<file path="config.mk">
export PLATFORM = sky130hd
export DESIGN_NAME = digit_template_scorer
export DESIGN_NICKNAME = d
export VERILOG_FILES = /design/src/rtl/digit_template_scorer.sv
export SDC_FILE = /design/constraint.sdc
export NUM_CORES = 1
export LEC_CHECK = 0
export BUFFER_PORTS_ARGS = -buffer_cell sky130_fd_sc_hd__buf_2
export CAP_MARGIN = 30
export CORE_MARGIN = 5
export CORE_UTILIZATION = 45
export DETAILED_ROUTE_END_ITERATION = 16
export HOLD_SLACK_MARGIN = 0.08
export PLACE_DENSITY = 0.68
export SYNTH_ARGS = -nofsm -noshare
export SYNTH_HDL_FRONTEND = slang
export SYNTH_SLANG_ARGS = --single-unit
export TNS_END_PERCENT = 20
</file>
<file path="constraint.sdc">
create_clock -name clk -period 3.33 [get_ports clk]
set_input_delay 0.4995 -clock clk [delete_from_list [all_inputs] [get_ports clk]]
set_output_delay 0.4995 -clock clk [all_outputs]
set_load 0.01 [all_outputs]
</file>
<file path="src/rtl/digit_template_scorer.sv">
// digit_template_scorer
// Read-side master for one 4096x1 digit-template pROM. On start it reads the
// template ROM and the captured binarized sample bitmap in lockstep, counts the
// pixels where they disagree (Hamming distance) and reports that count as the
// score for the recognition arbiter (lowest score wins).
//
// Ports
//   clk         in   1       system clock, rising edge
//   reset       in   1       synchronous, active-high
//   start       in   1       begin a scan; only looked at in IDLE
//   busy        out  1       high while a scan is in progress
//   done        out  1       one-cycle pulse when score is updated
//   score       out  CNT_W   mismatch count of last completed scan
//   rom_ad      out  ADDR_W  template ROM address
//   rom_ce      out  1       ROM clock enable
//   rom_oce     out  1       ROM output clock enable (same as rom_ce)
//   rom_dout    in   1       ROM data, valid one cycle after the address
//   smp_ad      out  ADDR_W  sample bitmap address (same as rom_ad)
//   smp_dout    in   1       sample data, same one-cycle latency
//   o_dbg_state out  2       FSM state: 0 IDLE, 1 SCAN, 2 DRAIN, 3 DONE
//
// Handshake: start is a level that is consumed only in IDLE; a scan then runs to
// completion (or until reset) and signals its result with a single done pulse,
// during which score already holds the new value. There is no back-pressure.
module digit_template_scorer #(
  parameter int ADDR_W = 12,
  parameter int DEPTH  = 4096,
  parameter int CNT_W  = 13
) (
  input  logic              clk,
  input  logic              reset,
  input  logic              start,
  output logic              busy,
  output logic              done,
  output logic [CNT_W-1:0]  score,
  output logic [ADDR_W-1:0] rom_ad,
  output logic              rom_ce,
  output logic              rom_oce,
  input  logic              rom_dout,
  output logic [ADDR_W-1:0] smp_ad,
  input  logic              smp_dout,
  output logic [1:0]        o_dbg_state
);

  typedef enum logic [1:0] {
    S_IDLE  = 2'd0,
    S_SCAN  = 2'd1,
    S_DRAIN = 2'd2,
    S_DONE  = 2'd3
  } state_t;

  localparam logic [ADDR_W-1:0] LAST_AD = ADDR_W'(DEPTH - 1);

  state_t             r_state;
  state_t             w_next;
  logic [ADDR_W-1:0]  r_ad;
  logic               r_vld;    // a read was issued last cycle, data is on the bus now
  logic [CNT_W-1:0]   r_acc;
  logic [CNT_W-1:0]   r_score;
  logic               w_mis;
  logic [CNT_W-1:0]   w_mis_ext;

  assign w_mis     = rom_dout ^ smp_dout;
  assign w_mis_ext = {{(CNT_W-1){1'b0}}, w_mis};

  // Next-state logic
  always_comb begin
    w_next = r_state;
    case (r_state)
      S_IDLE:  if (start) w_next = S_SCAN;
      S_SCAN:  if (r_ad == LAST_AD) w_next = S_DRAIN;
      S_DRAIN: w_next = S_DONE;
      S_DONE:  w_next = S_IDLE;
      default: w_next = S_IDLE;
    endcase
  end

  always_ff @(posedge clk) begin
    if (reset) begin
      r_state <= S_IDLE;
      r_ad    <= '0;
      r_vld   <= 1'b0;
      r_acc   <= '0;
      r_score <= '0;
    end else begin
      r_state <= w_next;
      r_vld   <= (r_state == S_SCAN);

      // Address restarts at 0 on start, walks up during SCAN and is held at
      // its last value everywhere else.
      if (r_state == S_IDLE && start) begin
        r_ad <= '0;
      end else if (r_state == S_SCAN && r_ad != LAST_AD) begin
        r_ad <= r_ad + ADDR_W'(1);
      end

      // DRAIN carries the data beat of the last address: fold it straight
      // into the published score and clear the accumulator for the next scan.
      if (r_state == S_DRAIN) begin
        r_score <= r_vld ? (r_acc + w_mis_ext) : r_acc;
        r_acc   <= '0;
      end else if (r_state == S_SCAN && r_vld) begin
        r_acc <= r_acc + w_mis_ext;
      end
    end
  end

  assign busy        = (r_state == S_SCAN) || (r_state == S_DRAIN);
  assign done        = (r_state == S_DONE);
  assign score       = r_score;
  assign rom_ad      = r_ad;
  assign smp_ad      = r_ad;
  assign rom_ce      = (r_state == S_SCAN);
  assign rom_oce     = rom_ce;
  assign o_dbg_state = r_state;

endmodule
</file>
Word-level counts from Yosys, hierarchy flattened
Index checks and enable logic that the tools add are counted.

Register bits after elaboration: 41. Logic and storage cells: 27.

Add/subtract/negate cells: 2. Equal/unequal tests: 7. Muxes and demuxes: 4. Bitwise operators: 1. Reduce and logical (&&, ||, !) cells: 8.

Operators by type and width (number): 13-bit by 1-bit adder with 13-bit output (1); 13-bit 2-to-1 mux (1); 12-bit by 1-bit adder with 12-bit output (second input constant) (1); 12-bit == test (second input constant) (1); 12-bit != test (second input constant) (1); 2-bit case mux with 4 select lines (1); 2-bit == test (second input constant) (2); 2-bit 2-to-1 mux (2); 2-bit OR reduction (2); 1-bit logical AND (3); 2-bit by 1-bit == test with 1-bit output (second input constant) (1); 2-bit zero test (1); 2-bit by 1-bit != test with 1-bit output (second input constant) (1); 2-bit != test (second input constant) (1); 2-bit AND reduction (1); 1-bit logical OR (1); 1-bit bitwise XOR (1).

Longest topological paths before layout
Gate-level depths: netlist of run 1.

Depth in word-level cells: 3. Mapped depth: 7. Depth with buffers taken out: 7.

Least setup slack after synthesis of run 1
OpenSTA, ideal clock, no wires.

Path kind: input port to flip-flop. Start: input rom_dout. End: register r_score[12] (netlist: score[12]). Library setup time: 86 ps. Data arrival time: 1738 ps. Required time: 3244 ps. Path slack: 1507 ps. Stages: 7. Buffers on the path: 0. Path through: xor2_1 > ha_1 > ha_1 > nand3_1 > nor4_1 > xnor2_1 > a211oi_1.

Word-level cells in the longest chain between the ends: 3.

RTL lines: start, declared (line 39) `input logic rom_dout,`; 1-bit bitwise XOR (line 63) `assign w_mis = rom_dout ^ smp_dout;`; 13-bit by 1-bit adder with 13-bit output (line 100) `r_score <= r_vld ? (r_acc + w_mis_ext) : r_acc;`; 13-bit 2-to-1 mux (line 100); end signal, assigned (line 100); end, declared (line 59) `logic [CNT_W-1:0] r_score;`.

Every way passes these cells. A chain may end at the register's enable or synchronous reset.

Final worst setup path of run 1
Start: register r_state[1] (netlist: o_dbg_state[1]). End: register r_ad[5] (netlist: rom_ad[5]).

Word-level cells in the longest chain between the ends: 3.

RTL lines: start, declared (line 54) `state_t r_state;`; start signal, assigned (line 86) `r_state <= w_next;`; 2-bit zero test (line 91) `if (r_state == S_IDLE && start) begin`; 1-bit logical AND (line 91); 2-bit OR reduction (no line); end signal, assigned (line 94) `r_ad <= r_ad + ADDR_W'(1);`; end, declared (line 56) `logic [ADDR_W-1:0] r_ad;`.

Several ways; a longest one is shown, not always the timed one.

==> results.cfg, run 1 <==
[yosys]
async_flop_share_pct = 0
synth-seq-cells = 41
ys_warn_count = 0
syn_inst = 247
ys.flop_type = dfxtp_1
synth_top_area_share_pct = 37.51
syn-num-nets = 260
yosysUniqueCellTypes = 43
synth_seq_area_share_pct = 37.51
yosys.cell_count.top_type = dfxtp_1
synth_area_leaders = dfxtp_1, xor2_1, buf_4, nor2_1, ha_1
yosysTopAreaCell = dfxtp_1
avgSynthCellArea_um2 = 8.860
synth_edf_count = 0
syn_area_mm2 = 0.002188
ys_top_cells_by_count = dfxtp_1, nor2_1, nand2_1

[setup_path]
reg2reg_to = rom_ad[5]$_SDFFE_PP0P_
critPathLaunchType = flop
end_kind = flop
r2r_start = o_dbg_state[1]$_SDFFE_PP0P_
cp_data_arrival_time_ns = 2.10
crit_type = reg2reg
r2r_slack_ns = 1.45
crit_required_ns = 3.55
reg2reg_depth = 6
worstPathMaxFanout = 19

[floorplanning]
num_rows = 25
start_util_pct = 46.33
dieHeight_um = 79.74
io_pins = 48
die_width_um = 79.74
die-area_mm2 = 0.006358
coreArea_mm2 = 0.004723

[clock_tree]
cts_tree = done
clk_pin_slew_worst_paths_ns = 0.08
cts_root_buffer = clkbuf_8
cts_setup_buffers = 0
max-clock-path-buffers = 2
cts_resized = 0
holdBufCountCts = 0
cts_sinks = 41
h-tree-depth = 2
clkLatencyLatePin_ns = 0.29
cts_made_buffers = 5

[finish]
synthToLayoutAreaGrowth_pct = 10.29
fin_nets = 288
antenna_cells = 0
fin_area_mm2 = 0.002414
n_fill_cell = 467
finalNonFillerCells = 343
drive_gt1_share_pct = 23.55

[pwr]
peakVddDrop_v = 0.0002902
finalPower_uw = 1408
power.density_mw_per_mm2 = 583.2
leakagePower_uw = 0.0009842

[timing]
slew_viol_final = 0
tightest_slew_ns = 0.5402
min_period_ns = 1.879
slew_headroom_pct = 63.66
finalCritPeriodShare_pct = 56.43
hold_viol_final = 0
fin_setup_tns_ns = 0
rsz0062_at_grt = no
finalClockSkew_ns = 0.005177
setup_viol = 0
fmax_mhz = 532.1

[min_path]
hold_start = r_acc[0]$_SDFFE_PP0P_
min_path_type = reg2reg
worst_hold_path.endpoint = r_acc[0]$_SDFFE_PP0P_
worstHoldPathCells = 2

[grt]
grt.total_usage_pct = 14.41
grt_max_degree = 25
antenna_found_initial = 0
grt_overflow_total = 0
grt_pass1_wl_mm = 7.224
first_global_vias = 1495

[route]
wl_per_cell_um = 12.65
drt_wl_total_mm = 4.339
postRouteAntennaNets = 0
via_per_inst = 5.070
drc_errors = 0
vias = 1739
first_pass_iters = 4
drt_iter0_drc = 108

[placed_design]
dp_hpwl_mm = 3.220
placed_area_mm2 = 0.002331
portBuffers = 47
placedCellCount = 335
finalWeightedCongestion = 0.7575

[job]
max_cap_violations = 0

[run_status]
outcome = complete, no violations
-- worst max-delay path, stage by stage (launching register included) --
cell and delay (ns):
dfxtp_1 0.35, inv_1 0.11, ha_1 0.14, buf_4 0.22
nand4_1 0.29, or4_1 0.54, a21oi_1 0.15
-- report_power, final --
part	total [µW]	switching (µW)	internal, µW
combinational	472	280	192
clock	316	171	145
sequential	620	56.3	563
total	1410	507	901
-- placed cells by master (no fill, tap or decap), types with 3 or more instances in the layout --
master    instances
inv_1             5
mux2i_1           4
nor2_1           29
nand4_1           8
xnor2_1           9
a311oi_1          3
o21ai_0           4
and4_1            6
dfxtp_1          41
xor2_1           14
or4_1             3
nor3_1            6
buf_2            47
a211oi_1         12
clkbuf_8          5
nand3_1          14
ha_1              8
a21oi_1          11
nand2_1          17
-- metal layers --
layer  wire length [µm]  share of wire (%)  up-vias  track usage, %
met4                 51                1.2        0           6.250
met3                220                5.1        4           3.273
met5                  0                  0        -               0
met2               1887                 43       37           21.20
met1               2180                 50      776           20.08
li1                   -                  -      922               -
-- final cells by class --
class / instances / area (µm²) / share of cell area (%)
Inverter: 5 / 18.77 / 0.7776
Clock buffer: 6 / 72.57 / 3.007
Clock inverter: 2 / 10.01 / 0.4147
Tap cell: 67 / 83.83 / 3.473
Sequential cell: 41 / 820.8 / 34.01
Multi-Input combinational cell: 173 / 1157 / 47.95
Timing Repair Buffer: 49 / 250.2 / 10.37
-- worst max path at each step --
stage | start | to | slack, ns | cells past startpoint
3_5_place_dp | smp_dout | score[12]$_SDFFE_PP0P_ | 1.20 | 8
2_1_floorplan | rom_dout | score[12]$_SDFFE_PP0P_ | 1.51 | 7
3_3_place_gp | smp_dout | score[12]$_SDFFE_PP0P_ | 1.21 | 8
5_1_grt | o_dbg_state[1]$_SDFFE_PP0P_ | rom_ad[3]$_SDFFE_PP0P_ | 1.30 | 6
6_report | o_dbg_state[1]$_SDFFE_PP0P_ | rom_ad[5]$_SDFFE_PP0P_ | 1.45 | 6
4_1_cts | o_dbg_state[1]$_SDFFE_PP0P_ | rom_ad[5]$_SDFFE_PP0P_ | 1.45 | 6
-- cells by family after synthesis --
| logic type | share of synthesized area, % |
|---|---|
| simple gates | 23.84 |
| buf+inv | 9.606 |
| mux | 1.830 |
| compound gates | 13.44 |
| fa+ha+maj | 4.574 |
| flops | 37.51 |
| xor+xnor | 9.206 |
-- sequential cells by signal, indices dropped and copies added (netlist names) --
signal and cells:
o_dbg_state 2, r_acc 13, r_vld 1, rom_ad 12
score 13
-- metrics by stage --
stage | worst slack [ns] | utilization (%) | hold WS [ns]
after floorplan | 1.507 | - | 0.4504
after global placement | 1.206 | 49.35 | 0.4650
after detailed placement | 1.198 | 49.35 | 0.4745
after CTS | 1.446 | 51.10 | 0.4841
after global routing | 1.298 | 51.10 | 0.5039
final | 1.451 | 51.10 | 0.4792
Power figures use the tool's default switching activity.
==> inputs of run 2 (changes only) <==
==> constraint.sdc (replaced) <==
create_clock -name clk -period 1.8 [get_ports clk]
set_input_delay 0.27 -clock clk [delete_from_list [all_inputs] [get_ports clk]]
set_output_delay 0.27 -clock clk [all_outputs]
set_load 0.01 [all_outputs]
==> run 2 against run 1 <==
  * Global-route usage is 0.82 points higher
  * Largest power group unchanged
  * Power grew 100%
  * Flip-flop and latch count is the same
  * Highest routed layer unchanged
  * Routed wire length up 4.1%
  * Non-clock buffer count increased by 15
  * Clock power rose by 130%
  * Critical endpoint is now o_dbg_state[0]$_SDFFE_PP0P_
==> results.cfg, run 2 (synthesized netlist as in run 1, its figures left out) <==
[pwr]
leakagePower_uw = 0.001075
peakVddDrop_v = 0.0006402
finalPower_uw = 2878
power.density_mw_per_mm2 = 1119

[clock_tree]
cts_setup_buffers = 0
max-clock-path-buffers = 2
cts_made_buffers = 5
holdBufCountCts = 0
cts_sinks = 41
clk_pin_slew_worst_paths_ns = 0.07
h-tree-depth = 2
clkLatencyLatePin_ns = 0.29
cts_root_buffer = clkbuf_8
cts_tree = done
cts_resized = 0

[timing]
min_period_ns = 1.652
rsz0062_at_grt = no
finalCritPeriodShare_pct = 91.76
hold_ws_ns = 0.3352
finalClockSkew_ns = 0.004536
setup_viol = 0
slew_viol_final = 0
hold_viol_final = 0
fin_setup_tns_ns = 0
tightest_slew_ns = 0.5053
slew_headroom_pct = 66.00
fmax_mhz = 605.4

[grt]
grt_max_degree = 27
first_global_vias = 1587
antenna_found_initial = 0
grt.total_usage_pct = 15.24
grt_overflow_total = 0
grt_pass1_wl_mm = 7.555

[run_status]
outcome = complete, no violations

[floorplanning]
die_width_um = 79.74
die-area_mm2 = 0.006358
coreArea_mm2 = 0.004723
dieHeight_um = 79.74
num_rows = 25
io_pins = 48
start_util_pct = 46.33

[finish]
layout_common_cells = buf_2, dfxtp_1, nor2_1, nand2_1, buf_4
n_fill_cell = 445
synthToLayoutAreaGrowth_pct = 17.55
multi_input_area_mm2 = 0.001170
fin_nets = 303
antenna_cells = 0
drive_gt1_share_pct = 27.93
layout_commonest_cell = buf_2
seq_area_um2 = 820.8

[route]
vias = 1824
drc_errors = 0
postRouteAntennaNets = 0
drt_iter0_drc = 99
first_pass_iters = 4
via_per_inst = 5.109
wl_per_cell_um = 12.66
drt_wl_total_mm = 4.519

[setup_path]
critPathLaunchType = flop
cp_data_arrival_time_ns = 1.86
crit_type = reg2reg
end_kind = flop
worstPathMaxFanout = 8
crit_required_ns = 2.01

[job]
max_cap_violations = 0

[min_path]
min_path_type = in2reg

[placed_design]
finalWeightedCongestion = 0.8121
portBuffers = 47
dp_hpwl_mm = 3.445
==> run 2: where the power goes <==
group | switching [µW] | internal, µW | total, µW
sequential | 77.3 | 1040 | 1120
combinational | 579 | 461 | 1040
clock | 315 | 403 | 718
total | 972 | 1910 | 2880
==> run 2: cell type report <==
class	instances	share of cell area, %
clock buffer	5	2.675
clock inverter	2	1.362
inverter	5	0.7296
multi-input combinational	173	45.48
sequential	41	31.91
tap	67	3.259
timing repair buffer	64	14.59
==> run 2: final timing paths <==
kind	start	end	slack [ns]	depth (start not counted)
min	start	o_dbg_state[0]$_SDFFE_PP0P_	0.34	3
min reg2reg	score[10]$_SDFFE_PP0P_	score[10]$_SDFFE_PP0P_	0.48	2
max	rom_ad[4]$_SDFFE_PP0P_	o_dbg_state[0]$_SDFFE_PP0P_	0.15	4
max reg2reg	rom_ad[4]$_SDFFE_PP0P_	o_dbg_state[0]$_SDFFE_PP0P_	0.15	4
==> run 2: metrics by stage <==
stage                     utilization (%)  cell area, µm²  setup slack (ns)  instances
after floorplan                         -            2188         0.0008703        247
after detailed placement            52.00            2456          -0.01760        350
after global placement              52.00            2456          0.005608        350
after CTS                           54.20            2560           0.02663        357
final                               54.46            2572            0.1483        357
after global routing                54.46            2572           0.02163        357
==> run 2: per-layer routing <==
metal | vias up | wire, µm | GRT usage (%) | share of wire [%]
li1 | 947 | - | - | -
met1 | 830 | 2272 | 21.67 | 50
met2 | 41 | 1942 | 21.45 | 43
met3 | 6 | 232 | 4.063 | 5.1
met4 | 0 | 72 | 6.588 | 1.6
met5 | - | 0 | 0 | 0
==> run 2: critical path, cell delays in order, from the launching register on <==
cell and delay [ns]:
dfxtp_1 0.48, nand4_2 0.21, o41ai_4 0.51, a21oi_1 0.13, a311oi_1 0.23
